`src/rtl/mips_ctrl_pkg.sv`:
```
// Shared definitions for the MIPS program controller: command bytes, state
// encoding and the fixed word widths of the fetch stage.
package mips_ctrl_pkg;
  localparam int PC_LENGTH          = 32;
  localparam int INSTRUCTION_LENGTH = 32;

  localparam logic [INSTRUCTION_LENGTH-1:0] HALT_WORD = 32'hFFFF_FFFF;

  localparam logic [7:0] CMD_LOAD  = 8'h4C;  // 'L'
  localparam logic [7:0] CMD_RUN   = 8'h52;  // 'R'
  localparam logic [7:0] CMD_STEP  = 8'h53;  // 'S'
  localparam logic [7:0] CMD_RERUN = 8'h58;  // 'X'

  typedef enum logic [2:0] {
    ST_IDLE,
    ST_LOAD,
    ST_PCCLR,
    ST_READY,
    ST_RUN,
    ST_DONE
  } state_t;
endpackage

```
`src/rtl/mips_program_controller_if.sv`:
```
// Bundle between the controller, the UART receiver and the fetch stage.
// master = controller side, slave = UART/pipeline/imem side.
interface mips_program_controller_if;
  import mips_ctrl_pkg::*;

  logic [7:0]                    rx_data;
  logic                          rx_valid;
  logic                          halt_detected;
  logic                          instr_wr_en;
  logic [PC_LENGTH-1:0]          instr_wr_addr;
  logic [INSTRUCTION_LENGTH-1:0] instr_wr_data;
  logic                          start;
  logic                          mips_enable;
  logic                          mips_reset;
  logic                          done;
  logic [31:0]                   cycle_count;

  modport master (
    input  rx_data, rx_valid, halt_detected,
    output instr_wr_en, instr_wr_addr, instr_wr_data,
    output start, mips_enable, mips_reset, done, cycle_count
  );

  modport slave (
    output rx_data, rx_valid, halt_detected,
    input  instr_wr_en, instr_wr_addr, instr_wr_data,
    input  start, mips_enable, mips_reset, done, cycle_count
  );
endinterface

```
`src/rtl/mips_program_controller_word_assembler.sv`:
```
// Packs four bytes MSB-first into one instruction word. word/word_valid are
// combinational on the 4th byte so the caller can register the write itself.
module word_assembler
  import mips_ctrl_pkg::*;
(
  input  logic                          clk,
  input  logic                          reset,
  input  logic                          clear,
  input  logic [7:0]                    byte_in,
  input  logic                          byte_valid,
  output logic [INSTRUCTION_LENGTH-1:0] word,
  output logic                          word_valid
);
  logic [23:0] shift_q, shift_d;
  logic [1:0]  cnt_q, cnt_d;

  always_comb begin
    shift_d = shift_q;
    cnt_d   = cnt_q;
    if (clear) begin
      shift_d = '0;
      cnt_d   = '0;
    end else if (byte_valid) begin
      shift_d = {shift_q[15:0], byte_in};
      cnt_d   = cnt_q + 2'd1;  // wraps to 0 after the 4th byte
    end
  end

  always_ff @(posedge clk) begin
    if (reset) begin
      shift_q <= '0;
      cnt_q   <= '0;
    end else begin
      shift_q <= shift_d;
      cnt_q   <= cnt_d;
    end
  end

  assign word       = {shift_q, byte_in};
  assign word_valid = byte_valid && !clear && (cnt_q == 2'd3);
endmodule

```
`src/rtl/mips_program_controller.sv`:
```
// Loads a program from the UART byte stream into instruction memory, then
// runs or single-steps the fetch stage until the pipeline reports a halt.
module mips_program_controller #(
  parameter int          IMEM_WORDS = 256,
  parameter logic [31:0] HALT_WORD  = mips_ctrl_pkg::HALT_WORD
) (
  input  logic                      clk,
  input  logic                      reset,
  mips_program_controller_if.master bus
);
  import mips_ctrl_pkg::*;

  localparam int PTR_W = $clog2(IMEM_WORDS) + 1;

  state_t                        state_q, state_d;
  logic [PTR_W-1:0]              ptr_q, ptr_d;
  logic                          wr_en_q, wr_en_d;
  logic [PC_LENGTH-1:0]          addr_q, addr_d;
  logic [INSTRUCTION_LENGTH-1:0] data_q, data_d;
  logic                          start_q, start_d;
  logic                          en_q, en_d;
  logic                          mrst_q, mrst_d;
  logic                          done_q, done_d;
  logic [31:0]                   count_q, count_d;
  logic                          step;

  logic [INSTRUCTION_LENGTH-1:0] word;
  logic                          word_valid;

  // Held clear outside LOAD so every load starts on a word boundary.
  word_assembler u_asm (
    .clk       (clk),
    .reset     (reset),
    .clear     (state_q != ST_LOAD),
    .byte_in   (bus.rx_data),
    .byte_valid(bus.rx_valid),
    .word      (word),
    .word_valid(word_valid)
  );

  always_comb begin
    state_d = state_q;
    ptr_d   = ptr_q;
    wr_en_d = 1'b0;
    addr_d  = addr_q;
    data_d  = data_q;
    step    = 1'b0;

    case (state_q)
      ST_IDLE: begin
        if (bus.rx_valid && bus.rx_data == CMD_LOAD) begin
          state_d = ST_LOAD;
          ptr_d   = '0;
        end
      end
      ST_LOAD: begin
        if (word_valid) begin
          wr_en_d = 1'b1;
          addr_d  = PC_LENGTH'({ptr_q, 2'b00});
          data_d  = word;
          ptr_d   = ptr_q + PTR_W'(1);
          if (word == HALT_WORD || ptr_q == PTR_W'(IMEM_WORDS - 1))
            state_d = ST_PCCLR;
        end
      end
      ST_PCCLR: state_d = ST_READY;
      ST_READY: begin
        // A halt beats any byte arriving in the same cycle.
        if (bus.halt_detected) begin
          state_d = ST_DONE;
        end else if (bus.rx_valid) begin
          case (bus.rx_data)
            CMD_RUN:  state_d = ST_RUN;
            CMD_STEP: step    = 1'b1;
            CMD_LOAD: begin
              state_d = ST_LOAD;
              ptr_d   = '0;
            end
            default: ;
          endcase
        end
      end
      ST_RUN: begin
        if (bus.halt_detected) state_d = ST_DONE;
      end
      ST_DONE: begin
        if (bus.rx_valid) begin
          case (bus.rx_data)
            CMD_RERUN: state_d = ST_PCCLR;
            CMD_LOAD: begin
              state_d = ST_LOAD;
              ptr_d   = '0;
            end
            default: ;
          endcase
        end
      end
      default: state_d = ST_IDLE;
    endcase

    // Control outputs are registered copies of what the next state implies.
    start_d = !(state_d inside {ST_IDLE, ST_LOAD});
    mrst_d  = state_d inside {ST_IDLE, ST_LOAD, ST_PCCLR};
    done_d  = (state_d == ST_DONE);
    en_d    = (state_d == ST_RUN) || (state_d == ST_PCCLR) || step;

    if (state_d == ST_PCCLR)     count_d = '0;
    else if (en_d && !mrst_d)    count_d = count_q + 32'd1;
    else                         count_d = count_q;
  end

  always_ff @(posedge clk) begin
    if (reset) begin
      state_q <= ST_IDLE;
      ptr_q   <= '0;
      wr_en_q <= 1'b0;
      addr_q  <= '0;
      data_q  <= '0;
      start_q <= 1'b0;
      en_q    <= 1'b0;
      mrst_q  <= 1'b1;
      done_q  <= 1'b0;
      count_q <= '0;
    end else begin
      state_q <= state_d;
      ptr_q   <= ptr_d;
      wr_en_q <= wr_en_d;
      addr_q  <= addr_d;
      data_q  <= data_d;
      start_q <= start_d;
      en_q    <= en_d;
      mrst_q  <= mrst_d;
      done_q  <= done_d;
      count_q <= count_d;
    end
  end

  assign bus.instr_wr_en   = wr_en_q;
  assign bus.instr_wr_addr = addr_q;
  assign bus.instr_wr_data = data_q;
  assign bus.start         = start_q;
  assign bus.mips_enable   = en_q;
  assign bus.mips_reset    = mrst_q;
  assign bus.done          = done_q;
  assign bus.cycle_count   = count_q;
endmodule

```
`src/flat_wrapper.sv`:
```
// flat-port wrapper written by rule: the top's interface ports become plain ports
module mips_program_controller_flat import mips_ctrl_pkg::*;
#(
  parameter int          IMEM_WORDS = 256,
  parameter logic [31:0] HALT_WORD  = mips_ctrl_pkg::HALT_WORD
)
  (clk, reset, bus_rx_data, bus_rx_valid, bus_halt_detected, bus_instr_wr_en, bus_instr_wr_addr, bus_instr_wr_data, bus_start, bus_mips_enable, bus_mips_reset, bus_done, bus_cycle_count);
  mips_program_controller_if bus_i ();
  input  logic clk;
  input  logic reset;
  input wire logic [$bits(bus_i.rx_data)-1:0] bus_rx_data;
  input wire logic [$bits(bus_i.rx_valid)-1:0] bus_rx_valid;
  input wire logic [$bits(bus_i.halt_detected)-1:0] bus_halt_detected;
  output wire logic [$bits(bus_i.instr_wr_en)-1:0] bus_instr_wr_en;
  output wire logic [$bits(bus_i.instr_wr_addr)-1:0] bus_instr_wr_addr;
  output wire logic [$bits(bus_i.instr_wr_data)-1:0] bus_instr_wr_data;
  output wire logic [$bits(bus_i.start)-1:0] bus_start;
  output wire logic [$bits(bus_i.mips_enable)-1:0] bus_mips_enable;
  output wire logic [$bits(bus_i.mips_reset)-1:0] bus_mips_reset;
  output wire logic [$bits(bus_i.done)-1:0] bus_done;
  output wire logic [$bits(bus_i.cycle_count)-1:0] bus_cycle_count;
  assign bus_i.rx_data = bus_rx_data;
  assign bus_i.rx_valid = bus_rx_valid;
  assign bus_i.halt_detected = bus_halt_detected;
  assign bus_instr_wr_en = bus_i.instr_wr_en;
  assign bus_instr_wr_addr = bus_i.instr_wr_addr;
  assign bus_instr_wr_data = bus_i.instr_wr_data;
  assign bus_start = bus_i.start;
  assign bus_mips_enable = bus_i.mips_enable;
  assign bus_mips_reset = bus_i.mips_reset;
  assign bus_done = bus_i.done;
  assign bus_cycle_count = bus_i.cycle_count;
  mips_program_controller #(.IMEM_WORDS(IMEM_WORDS), .HALT_WORD(HALT_WORD)) u_core (.clk(clk), .reset(reset), .bus(bus_i));
endmodule
```
`config.mk`:
```
export PLATFORM = sky130hd
export DESIGN_NAME = mips_program_controller_flat
export DESIGN_NICKNAME = d
export VERILOG_FILES = /design/src/rtl/mips_ctrl_pkg.sv /design/src/rtl/mips_program_controller_if.sv /design/src/rtl/mips_program_controller_word_assembler.sv /design/src/rtl/mips_program_controller.sv /design/src/flat_wrapper.sv
export SDC_FILE = /design/constraint.sdc
export NUM_CORES = 1
export LEC_CHECK = 0
export BUFFER_PORTS_ARGS = -buffer_cell sky130_fd_sc_hd__buf_2
export CORE_ASPECT_RATIO = 1.1
export CORE_MARGIN = 3
export CORE_UTILIZATION = 40
export DETAILED_ROUTE_END_ITERATION = 16
export PLACE_DENSITY = 0.69
export RECOVER_POWER = 25
export SYNTH_ARGS = -nofsm -noshare
export SYNTH_HDL_FRONTEND = slang
export SYNTH_SLANG_ARGS = --single-unit
```
`constraint.sdc`:
```
create_clock -name clk -period 6.9 [get_ports clk]
set_input_delay 1.035 -clock clk [delete_from_list [all_inputs] [get_ports clk]]
set_output_delay 1.035 -clock clk [all_outputs]
set_load 0.01 [all_outputs]
```
Yosys cells after proc, flatten, opt, wreduce, memory -nomap -nowiden:

Cells that the tools add are included.

* add/subtract/negate cells: 3
* multiply operators: 0
* div/mod/pow operators: 0
* $lt $le $gt $ge: 0
* equal/unequal tests: 20
* shift-type cells: 0
* mux-type cells: 21
* bitwise operators: 1
* reductions and logical operators: 20

Operator list (count)
* two-way mux 9 bit: 5
* case mux 9 bit (4 select lines): 1
* adder 32 x 1 -> 32 bit (second input constant): 1
* equality test 32 bit (second input constant): 1
* equality test 8 x 7 -> 1 bit (second input constant): 4
* two-way mux 3 bit: 7
* case mux 3 bit (6 select lines): 1
* equality test 3 bit (second input constant): 4
* case mux 3 bit (2 select lines): 2
* adder 9 x 1 -> 9 bit (second input constant): 1
* equality test 3 x 2 -> 1 bit (second input constant): 3
* equality test 9 x 8 -> 1 bit (second input constant): 1
* equality test 3 x 1 -> 1 bit (second input constant): 2
* zero test 3 bit: 2
* OR reduction 2 bit: 3
* two-way mux 1 bit: 5
* logical AND 1 bit: 4
* != test 2 bit (second input constant): 2
* AND reduction 4 bit: 1
* nonzero test 4 bit: 1
* zero test 1 bit: 3
* logical OR 1 bit: 3
* != test 3 x 1 -> 1 bit (second input constant): 1
* nonzero test 3 bit: 1
* 6 further kinds: 6

* register bits after elaboration: 116
* latch bits: 0
* bits in writable memories: 0
* ROM bits: 0
* output and inout port bits: 101
* word-level logic and storage cells: 77
* memories: 0

Logic depth before layout (Yosys ltp):

Gate-level depths: netlist of the first run.

* word-level depth: 10
* depth in mapped cells: 13

Modules after synthesis:

From an unflattened synthesis of the first run, not the netlist that was laid out.

* cell total of the unflattened synthesis: 646
* area total of the unflattened synthesis: 5522.8 sq um

Modules (own cells, without submodules)
* mips_program_controller: instances 1, cells each 551, area each 4479.3 sq um, sequential area each 1801.7 sq um
* word_assembler: instances 1, cells each 95, area each 1043.5 sq um, sequential area each 520.5 sq um

Least setup slack after synthesis of the first run:

Ideal clock, no wire load.

* path kind: input port to flip-flop
* start: in bus_rx_data[1]
* end: reg u_core.count_q[23], in the netlist u_core.bus.cycle_count[23]
* library setup time: 0.132 ns
* arrival: 2.767 ns
* data required time: 6.768 ns
* slack: 4.001 ns
* stages: 9
* buffers on the path: 2
* cells stage by stage: and4bb_4 -> a31oi_1 -> a221oi_2 -> o211a_4 -> o2111ai_4 -> buf_6 -> clkbuf_1 -> o31ai_1 -> a21oi_1

* longest elaborated chain between the ends: 9

RTL lines
* start, declared: line flat_wrapper.sv:11 `input wire logic [$bits(bus_i.rx_data)-1:0] bus_rx_data;`
* equality test 8 x 7 -> 1 bit, or another cell as far along: line mips_program_controller.sv:51, mips_program_controller.sv:72, mips_program_controller.sv:88
* case mux 3 bit (2 select lines) / logical OR 1 bit (equally long branches): line mips_program_controller.sv:72, mips_program_controller.sv:62
* two-way mux 3 bit, on equally long branches: line mips_program_controller.sv:71, mips_program_controller.sv:62
* two-way mux 3 bit, on equally long branches: line mips_program_controller.sv:69, mips_program_controller.sv:57
* case mux 3 bit (6 select lines): line mips_program_controller.sv:49 `case (state_q)`
* equality test 3 x 1 -> 1 bit, or another cell as far along: line mips_program_controller.sv:103 `mrst_d = state_d inside {ST_IDLE, ST_LOAD, ST_PCCLR};`
* nonzero test 3 bit / logical OR 1 bit (equally long branches): line mips_program_controller.sv:103, mips_program_controller.sv:105
* zero test 1 bit / logical OR 1 bit (equally long branches): line mips_program_controller.sv:108, mips_program_controller.sv:105
* logical AND 1 bit: line mips_program_controller.sv:108 `else if (en_d && !mrst_d) count_d = count_q + 32'd1;`
* end signal, assigned: line mips_program_controller.sv:134 `count_q <= count_d;`
* end, declared: line mips_program_controller.sv:24 `logic [31:0] count_q, count_d;`

Parallel ways exist; a longest one is shown, timed or not.
A chain may end at the register's enable or synchronous reset.

Final worst setup path of the first run:

* start: in bus_rx_valid
* end: reg u_core.count_q[2], in the netlist u_core.bus.cycle_count[2]

* longest elaborated chain between the ends: 8

RTL lines
* start, declared: line flat_wrapper.sv:12 `input wire logic [$bits(bus_i.rx_valid)-1:0] bus_rx_valid;`
* logical AND 1 bit (2 in a row): line mips_program_controller_word_assembler.sv:40 `assign word_valid = byte_valid && !clear && (cnt_q == 2'd3);`
* two-way mux 3 bit: line mips_program_controller.sv:57 `if (word_valid) begin`
* case mux 3 bit (6 select lines): line mips_program_controller.sv:49
* equality test 3 x 1 -> 1 bit, or another cell as far along: line mips_program_controller.sv:103
* nonzero test 3 bit / logical OR 1 bit (equally long branches): line mips_program_controller.sv:103, mips_program_controller.sv:105
* zero test 1 bit / logical OR 1 bit (equally long branches): line mips_program_controller.sv:108, mips_program_controller.sv:105
* logical AND 1 bit: line mips_program_controller.sv:108

Parallel ways exist; a longest one is shown, timed or not.

==> out/qor.yml, run 1 <==
floorplan:
  start_util: 0.410
  row_count: 43
  die_h_um: 125
  die_area_um2: 14400
  top_level_ports: 113
  coreArea_um2: 12600
  dieWidth_um: 115
critical_path:
  critical_path_class: "input pin to flop"
  crit_required_ns: 7.25
  max_stage_delay_ns: 0.64
  crit_buf_inv: 1
  r2r-start: "u_core.ptr_q[0]"
  crit_path_end_kind: "flop"
  crit_family: "simple AND/OR/NAND/NOR gates"
  critPathMaxFanout: 31
  crit_path_start: "bus_rx_valid"
  arrival_ns: 4.09
  cp-start-kind: "input pin"
  path_cells: "buf_2, nor3b_4, nand3_1, a311o_2, a21o_1, or4_1, nand2_1"
  cpMaxStageDelayCell: "buf_2"
place:
  dpl.cell_count: 822
  gp_congestion: 0.857
  dpl.hpwl_mm: 8.36
  io_buffers: 89
clocking:
  cts_root_buffer: "clkbuf_16"
  clock-sinks: 116
  clockBufferDepth: 2
  clock_latency_ns: 0.41
  cts.clk_slew.worst_paths_ns: 0.05
  cts-resized-gates: 0
  cts_buffers: 17
  post_cts_buffers: 0
  cts_max_level: 4
  ctsHoldBuffers: 0
  tritoncts: "built"
timing:
  rsz0062_at_grt: "no"
  max_freq_mhz: 267
  slew_headroom: 0.216
  worst_pin_slew_ns: 1.18
  finalCriticalPeriod_ns: 3.74
  slew_viol_final: 0
  post-route-period-util: 0.542
  tns_ns: 0
  skew_ns: 0.00747
  setup_violations: 0
  hold_viol_final: 0
job:
  cap_violations: 0
synth:
  ys_seq_area_frac: 0.447
  synth_area_um2: 5190
  yosys_warnings: 0
  synth_ff_type: "dfxtp_1"
  async_flop_share: 0
  synthDistinctLibCells: 56
  synth_edf_count: 0
  synth-seq-cells: 116
  avgSynthCellArea_um2: 8.48
  syn_inst: 612
min_path:
  worstHoldStart: "u_core.bus.instr_wr_addr[4]"
  hp-class: "flop to flop"
detailed_routing:
  num_vias: 4665
  antenna_left: 0
  remaining_drc_errors: 0
  dr.first_iter.drc_count: 254
  wl_per_cell_um: 14.7
  first_pass_iters: 5
  wl_mm: 12.6
  vias_per_cell: 5.46
grt:
  grt_pass1_wl_mm: 21.1
  antenna_found_initial: 0
  grt_util_all_layers: 0.179
  grt_max_degree: 64
  grt_overflow_total: 0
  grt_pass1_vias: 4344
pwr:
  leakage_nw: 2.15
  p_per_area_nw_per_um2: 257
  ir_worst_vdd_uv: 193
cells_and_area:
  drive_above_1_share: 0.126
  num-nets-final: 700
  synthToLayoutAreaGrowth_pct: 18.7
  fillCellCount: 1212
  diodes: 0
  instances_no_fill: 854
status:
  outcome: "completed"
==> final timing paths <==
| kind | cells past startpoint | to | slack, ns |
|---|---|---|---|
| worst max register to register | 11 | u_core.bus.cycle_count[2] | 3.92 |
| worst min register to register | 2 | u_core.bus.instr_wr_addr[4] | 0.45 |
| worst min-delay path | 2 | u_core.bus.instr_wr_addr[4] | 0.45 |
| worst max-delay path | 7 | u_core.bus.cycle_count[2] | 3.16 |
==> synthesized netlist by cell type (2+ instances only) <==
cell type	count	area (um2)
or4_1	28	210
and3_1	8	50.1
clkbuf_1	28	105
o21ai_0	4	20.0
a21oi_1	75	375
or3_1	5	31.3
nor2_1	46	173
and4_1	3	26.3
nor3_2	2	20.0
buf_1	3	11.3
nor4_1	3	18.8
a31oi_1	3	18.8
nor3_1	4	20.0
nand2b_1	3	18.8
inv_1	6	22.5
o211ai_1	3	22.5
mux2i_1	26	260
xnor2_1	6	52.6
a21o_1	2	15.0
nand3_1	18	90.1
nor2b_1	5	31.3
and2_1	3	18.8
dfxtp_1	116	2320
nand4_1	18	113
buf_2	6	30.0
nand2_1	104	390
o21ai_1	3	15.0
o31ai_1	28	210
ha_1	4	50.1
buf_4	23	173
==> stage by stage <==
| stage | hold WS [ns] | area (um2) | total power, W | setup WS, ns | utilization |
|---|---|---|---|---|---|
| 2_1_floorplan | 0.444 | 5270 | 0.000719 | 4.00 | - |
| 3_3_place_gp | 0.440 | 5620 | 0.000719 | 2.84 | 0.445 |
| 3_5_place_dp | 0.444 | 5620 | 0.000719 | 2.79 | 0.445 |
| 4_1_cts | 0.451 | 6220 | 0.00160 | 3.21 | 0.492 |
| 5_1_grt | 0.472 | 6160 | 0.00163 | 2.96 | 0.487 |
| 6_report | 0.452 | 6160 | 0.00158 | 3.16 | 0.487 |
==> placed cells by master (no fill, tap or decap), types with 4 or more instances in the layout <==
cell / n
conb_1: 23
inv_6: 5
inv_1: 6
nor2b_1: 5
a21oi_1: 75
clkbuf_16: 17
o31ai_1: 28
mux2i_1: 26
xnor2_1: 6
ha_1: 4
buf_2: 41
nand2_1: 104
nand4_1: 18
dfxtp_1: 116
nand3_1: 18
nor3_1: 4
nor2_1: 46
o21ai_0: 4
or3_1: 5
or4_1: 28
and3_1: 8
clkbuf_1: 48
==> report_power, final <==
part / total (W) / switching, W / leakage (nW) / internal [W]
sequential: 0.000670 / 0.0000000652 / 0.934 / 0.000670
combinational: 0.0000357 / 0.0000268 / 0.933 / 0.00000889
clock: 0.000878 / 0.000323 / 0.287 / 0.000555
==> kinds of logic after synthesis <==
family / after synthesis / share of synthesized area
buf+inv: 67 / 0.0680
simple gates: 261 / 0.255
flops: 116 / 0.447
mux: 26 / 0.0501
fa+ha+maj: 4 / 0.00964
xor+xnor: 7 / 0.0118
other cells: 1 / 0.000723
compound gates: 130 / 0.157
==> final cells by class <==
class                   instances  area (um2)  share of cell area
multi-input cells             451        2610               0.424
flip-flops and latches        116        2320               0.377
clock buffers                  19         453              0.0735
repair buffers                 92         408              0.0662
well taps                     157         196              0.0319
clock inverters                13         145              0.0236
inverters                       6        22.5             0.00366
==> metal layers <==
layer / vias up / global-route usage / wire length, um
met5: - / 0 / 0
met1: 2210 / 0.233 / 5570
met2: 142 / 0.278 / 5960
met4: 0 / 0.0538 / 123
li1: 2302 / - / -
met3: 11 / 0.0610 / 914
==> worst reg2reg max path: cells and delay by family, from the launching register on <==
family | cells | cell delay (ns)
DFF | 1 | 0.35
adders and majority gates | 2 | 0.42
AOI/OAI and AO/OA | 4 | 1.22
and+or+nand+nor | 5 | 0.93
==> state kept, by name, summed over array words and instances (netlist names) <==
name	flops
u_core.bus.cycle_count	32
u_core.bus.instr_wr_data	32
u_core.u_asm.shift_q	24
u_core.bus.instr_wr_addr	9
u_core.ptr_q	9
u_core.state_q	3
u_core.u_asm.cnt_q	2
u_core.bus.done	1
u_core.bus.instr_wr_en	1
u_core.bus.mips_enable	1
u_core.bus.mips_reset	1
u_core.bus.start	1
(Power assumes the default switching activity.)
==> run 2: changes to the inputs <==
Settings changed: ABC_AREA from default to 1, PLACE_DENSITY 0.69 to 0.68.
Clock period 6.9 ns to 3.59 ns, I/O delays scaled along.
==> run 2 against run 1 <==
Hold slack got worse by 0.036 ns. Non-clock buffer count increased by 1. Synthesized cell count increased by 28%. Clock skew increased by 0.0026 ns. Highest routed layer unchanged. Clock power increased by 88%. Combinational power increased by 110%. First-iteration DRC count increased by 38%. Via count increased by 11%. Core utilization increased by 0.43 points. Die area increased by 8.5%.
==> out/qor.yml, run 2 <==
critical_path:
  critPathMaxFanout: 33  # +6.5%
  arrival_ns: 2.84  # -1.25 ns
  crit_required_ns: 3.87  # -3.38 ns
  r2r-start: "u_core.state_q[1]"
  cp-start-kind: "flop"
  rr_worst_depth: 12  # +1
  crit_path_start: "u_core.state_q[1]"
  crit_path_end_kind: "flop"
  critical_path_class: "flop to flop"
synth:
  synth-seq-cells: 116  # unchanged
  async_flop_share: 0  # unchanged
  synth.top_cells.by_count: "nand2_1 (171), dfxtp_1 (116), nor2_1 (115), a21oi_1 (64), nand3_1 (48)"
  synthDistinctLibCells: 37  # -34%
  yosys_warnings: 0  # unchanged
  synth_edf_count: 0  # unchanged
  yosys.area.top_type_share: 0.411  # -0.0367
  ys_top_cells_by_area: "dfxtp_1 (41%), nand2_1 (11%), nor2_1 (7.6%), a21oi_1 (5.7%), nand3_1 (4.2%)"
  muxShareOfSynthArea: 0  # -0.0501
  synth-simple-area-share: 0.308  # +0.0530
  post-synth-top-count-cell: "nand2_1"
  synth_ff_type: "dfxtp_1"
  synth_compound_area_frac: 0.126  # -0.0308
  ys_seq_area_frac: 0.411  # -0.0367
  avgSynthCellArea_um2: 7.21  # -15%
  synth_top_family_by_area: "simple AND/OR/NAND/NOR gates"
  synth_xor_area_frac: 0.0511  # +0.0393
  syn_inst: 784  # +28%
  synth_area_um2: 5650  # +8.9%
  synth_adder_area_share: 0.00885  # -0.000792
  yosysTopAreaCell: "dfxtp_1"
grt:
  grt_pass1_wl_mm: 22.8  # +7.7%
  grt_overflow_total: 0  # unchanged
  antenna_found_initial: 0  # unchanged
  use_met3: 0.0504  # -0.0106
  grt_max_degree: 55  # -14%
  use_met2: 0.287  # +0.00882
  grt-busiest-layer: "met2"
  grt_pass1_vias: 4673  # +7.6%
  met1_usage: 0.237  # +0.00419
  grt_util_all_layers: 0.180  # +0.00100
clocking:
  clockBufferDepth: 2  # unchanged
  cts_root_buffer: "clkbuf_16"
  cts.clk_slew.worst_paths_ns: 0.06  # about the same
  clock-sinks: 116  # unchanged
  tritoncts: "built"
  clock_latency_ns: 0.42  # about the same
  cts_max_level: 4  # unchanged
  post_cts_buffers: 0  # unchanged
  ctsHoldBuffers: 0  # unchanged
  cts_buffers: 17  # unchanged
  cts-resized-gates: 0  # unchanged
detailed_routing:
  remaining_drc_errors: 0  # unchanged
  vias_per_cell: 4.87  # -11%
  dr.first_iter.drc_count: 351  # +38%
  wl_mm: 13.8  # +9.6%
  wl_per_cell_um: 13.0  # -12%
  num_vias: 5165  # +11%
  antenna_left: 0  # unchanged
  first_pass_iters: 7  # +2
timing:
  max_freq_mhz: 390
  worst_slack_ns: 1.03  # -2.14 ns
  post-route-period-util: 0.714
  rsz0062_at_grt: "no"
  slew_viol_final: 0  # unchanged
  tns_ns: 0  # unchanged
  skew_ns: 0.0101  # +0.00259 ns
  holdWs_ns: 0.416  # -0.0365 ns
  worst_pin_slew_ns: 0.706  # -0.469 ns
  slew_headroom: 0.526  # +0.311
  hold_viol_final: 0  # unchanged
  setup_violations: 0  # unchanged
  finalCriticalPeriod_ns: 2.56
pwr:
  p_clk_frac: 0.548  # -0.006
  internal_power_w: 0.00233  # +88%
  switchingPower_w: 0.000689  # +97%
  ir_worst_vdd_uv: 241  # +25%
  p_sw_frac: 0.229  # +0.00781
  p_per_area_nw_per_um2: 455  # +77%
  power_frac_seq: 0.427  # +0.004
  pwr-share-comb: 0.025  # +0.002
  leakage_nw: 2.54  # +18%
place:
  pre_cts_ws_ns: 0.760  # -2.03 ns
  dpl.hpwl_mm: 9.61  # +15%
  io_buffers: 89  # unchanged
  gp_congestion: 0.923  # +7.7%
cells_and_area:
  drive_above_1_share: 0.142  # +0.0153
  diodes: 0  # unchanged
  num-nets-final: 879  # +26%
  layout_commonest_cell: "nand2_1"
  synthToLayoutAreaGrowth_pct: 17.2
  layout_common_cells: "nand2_1 (171), nor2_1 (116), dfxtp_1 (116)"
floorplan:
  coreArea_um2: 13500  # +6.7%
  die_area_um2: 15600  # +8.5%
  die_h_um: 131  # +4.2%
  dieWidth_um: 119  # +4.1%
  row_count: 44  # +2.3%
  start_util: 0.419  # +0.00871
  top_level_ports: 113  # unchanged
job:
  cap_violations: 0  # unchanged
min_path:
  hp-class: "input pin to flop"
  holdPathStages: 3  # +1
  worstHoldStart: "bus_rx_data[7]"
status:
  outcome: "completed"
## run 2: per-stage QoR
| stage | total power, W | instances | cell area [um2] | util |
|---|---|---|---|---|
| 4_1_cts | 0.00304 | 1060 | 6690 | 0.496 |
| 6_report | 0.00302 | 1060 | 6630 | 0.491 |
| 3_3_place_gp | 0.00139 | 1028 | 6100 | 0.453 |
| 3_5_place_dp | 0.00139 | 1028 | 6100 | 0.453 |
| 5_1_grt | 0.00311 | 1060 | 6630 | 0.491 |
| 2_1_floorplan | 0.00139 | 806 | 5740 | - |
## run 2: final cells by class
type                            count  area [um2]
Tap cell                          184         230
Clock inverter                     15         159
Timing Repair Buffer               93         418
Clock buffer                       17         425
Fill cell                        1375        6860
Sequential cell                   116        2320
Multi-Input combinational cell    584        2880
Inverter                           51         194
## run 2: cell families after synthesis
kind of cell | Yosys count
and+or+nand+nor | 396
AOI/OAI and AO/OA | 128
DFF | 116
buffers and inverters | 106
xor gates and xnor gates | 33
adders and majority gates | 4
other | 1
## run 2: final timing paths
path,to,slack [ns]
worst max-delay path,u_core.bus.cycle_count[0],1.03
worst min-delay path,u_core.u_asm.shift_q[7],0.42
worst max register to register,u_core.bus.cycle_count[0],1.03
worst min register to register,u_core.ptr_q[8],0.46
## run 2: critical path: stages, from the launching register on
cell and delay [ns]:
dfxtp_1 0.34, inv_2 0.10, nand2_2 0.06, nor2_4 0.23, nand3_4 0.36, inv_4 0.14, nand2_2 0.08, nand2_2 0.10
nand3_2 0.12, nand3_4 0.33, nand2_4 0.32, nand2_1 0.16, a21oi_1 0.07
## run 2: power groups by stage
stage / Sequential, W / Combinational, W / Clock (W)
6_report: 0.00129 / 0.0000759 / 0.00165
3_3_place_gp: 0.00132 / 0.0000753 / 0
2_1_floorplan: 0.00132 / 0.0000713 / 0
4_1_cts: 0.00129 / 0.0000752 / 0.00168
5_1_grt: 0.00129 / 0.0000862 / 0.00174
3_5_place_dp: 0.00132 / 0.0000748 / 0
## run 2: per-layer routing
metal | vias to the layer above | share of wire
li1 | 2656 | -
met1 | 2341 | 0.47
met2 | 152 | 0.46
met3 | 16 | 0.056
met4 | 0 | 0.012
met5 | - | 0
==> run 3: changes to the inputs <==
Settings changed: PLACE_DENSITY 0.68 to 0.7.
Clock period 3.59 ns to 2.1 ns, I/O delays scaled along.
==> run 3 against run 2 <==
The flow now finishes with violations (negative setup slack). Hold slack worse by 0.23 ns. Clock power increased by 90%. Non-clock buffer count increased by 26. Register-to-register slack lost 1.0 ns. Die area unchanged. Cell count rose by 2.5%. Sequential share of layout area decreased by 2.7 points.
==> out/qor.yml, run 3 (same netlist as run 2, synthesis figures left out) <==
cells_and_area:
  layout_commonest_cell: "nand2_1"
  post-route-util: 0.534  # +0.0428
  num-nets-final: 905  # +3.0%
  diodes: 0  # unchanged
  layout_common_cells: "nand2_1 (161), nor2_1 (115), dfxtp_1 (114)"
  synthToLayoutAreaGrowth_pct: 27.4
  drive_above_1_share: 0.201  # +0.0591
critical_path:
  crit_path_end_kind: "flop"
  crit_buf_inv: 4  # +2
  cp-start-kind: "flop"
  crit_family: "simple AND/OR/NAND/NOR gates"
  critPathMaxFanout: 6  # -82%
  r2r-start: "u_core.ptr_q[0]"
  path_cells: "ha_4, nand2_2, inv_2, nand4_1, nor2_1, ha_2, inv_2, nand2_2, nand2_4, nand2_4, nand3_2, nand2_2, clkinv_4, nand2_8, clkbuf_16, nand2_4, a21oi_2"
  cpMaxStageDelayCell: "dfxtp_4"
  crit_path_start: "u_core.ptr_q[0]"
  arrival_ns: 2.46  # -0.38 ns
  critical_path_class: "flop to flop"
  crit_required_ns: 2.45  # -1.42 ns
  max_stage_delay_ns: 0.36  # about the same
clocking:
  clock-sinks: 116  # unchanged
  cts.clk_slew.worst_paths_ns: 0.06  # about the same
  cts_root_buffer: "clkbuf_16"
  cts_buffers: 17  # unchanged
  tritoncts: "built"
  clock_latency_ns: 0.41  # about the same
  cts_max_level: 4  # unchanged
  clockBufferDepth: 2  # unchanged
timing:
  worst_slack_ns: -0.00923  # -1.03 ns
  setup_violations: 3  # +3
  hold_viol_final: 0  # unchanged
  slew_viol_final: 0  # unchanged
  holdWs_ns: 0.189  # -0.227 ns
  post-route-period-util: 1.00  # +0.290
  worst_pin_slew_ns: 0.505  # -0.201 ns
  tns_ns: -0.0166  # -0.0166 ns
  finalCriticalPeriod_ns: 2.11  # -0.455 ns
  slew_headroom: 0.663  # +0.137
  skew_ns: 0.0118  # +0.00169 ns
  rsz0062_at_grt: "yes"
  max_freq_mhz: 474  # +22%
detailed_routing:
  wl_mm: 14.6  # +6.3%
  remaining_drc_errors: 0  # unchanged
  antenna_left: 0  # unchanged
  dr.first_iter.drc_count: 382  # +8.8%
  wl_per_cell_um: 13.5  # +3.8%
  first_pass_iters: 5  # -2
  num_vias: 5398  # +4.5%
  vias_per_cell: 4.97  # +2.0%
floorplan:
  die_area_um2: 15600  # unchanged
  dieWidth_um: 119  # unchanged
  top_level_ports: 113  # unchanged
  row_count: 44  # unchanged
  start_util: 0.419  # unchanged
  coreArea_um2: 13500  # unchanged
  die_h_um: 131  # unchanged
grt:
  grt_util_all_layers: 0.181  # +0.00143
  grt_overflow_total: 0  # unchanged
  grt_max_degree: 55  # unchanged
  antenna_found_initial: 0  # unchanged
  grt_pass1_wl_mm: 23.1  # +1.6%
  grt_pass1_vias: 4817  # +3.1%
pwr:
  switchingPower_w: 0.00118  # +71%
  p_sw_frac: 0.215  # -0.0132
  p_clk_frac: 0.573  # +0.025
  power_frac_seq: 0.401  # -0.026
  internal_power_w: 0.00430  # +85%
  p_per_area_nw_per_um2: 761  # +67%
  ir_worst_vdd_uv: 618  # +160%
  pwr-share-comb: 0.026  # about the same
  leakage_nw: 2.82  # +11%
min_path:
  hp-class: "input pin to flop"
  worstHoldStart: "bus_rx_data[7]"
status:
  outcome: "finished, violations left"
  violations: "negative setup slack"
place:
  io_buffers: 89  # unchanged
  gp_congestion: 0.852  # -7.7%
  dpl.hpwl_mm: 9.83  # +2.3%
job:
  cap_violations: 0  # unchanged
## run 3: per-layer routing
metal  track usage  up-vias  routed length, um
met5             0        -                  0
met4        0.0627        0                214
met3        0.0448       19                851
met2         0.296      179               6980
met1         0.236     2484               6590
li1              -     2716                  -
## run 3: worst paths after layout
path	cells past startpoint	slack, ns	endpoint
setup / recovery	17	-0.009	u_core.bus.cycle_count[20]
hold / removal	3	0.19	u_core.u_asm.shift_q[7]
setup reg to reg	17	-0.009	u_core.bus.cycle_count[20]
hold reg to reg	2	0.47	u_core.ptr_q[8]
## run 3: timing repair
action | in CTS | in global routing
hold buffers | 0 | 0
buffers inserted | 0 | 3
resized for setup | 0 | 38
setup endpoints to repair | 0 | 32
## run 3: area by class of cell
| cell class | count | area, um2 |
|---|---|---|
| clock buffers | 19 | 453 |
| fillers | 1318 | 6280 |
| inverters | 51 | 199 |
| multi-input cells | 584 | 3020 |
| well taps | 184 | 230 |
| repair buffers | 119 | 785 |
| flip-flops and latches | 116 | 2330 |
| clock inverters | 13 | 195 |
## run 3: stage by stage
step,power (W),cell area [um2],setup WS (ns),instances
after floorplan,0.00237,5740,0.225,806
after global placement,0.00239,6310,0.102,1046
after detailed placement,0.00239,6310,0.0424,1046
after CTS,0.00552,6960,0.0143,1078
after global routing,0.00565,7200,-0.156,1086
final,0.00548,7200,-0.00923,1086
## run 3: worst reg2reg max path: cells and delay by family, from the launching register on
family                     cells  cell delay (ns)
buffers and inverters          4             0.36
DFF                            1             0.36
adders and majority gates      2             0.31
and+or+nand+nor               10             0.87
AOI/OAI and AO/OA              1             0.14
## run 3: power groups by stage
stage / logic, W / registers (W) / clock network, W
3_3_place_gp: 0.000137 / 0.00225 / 0
2_1_floorplan: 0.000122 / 0.00225 / 0
5_1_grt: 0.000157 / 0.00220 / 0.00329
6_report: 0.000141 / 0.00220 / 0.00314
4_1_cts: 0.000138 / 0.00220 / 0.00318
3_5_place_dp: 0.000137 / 0.00225 / 0
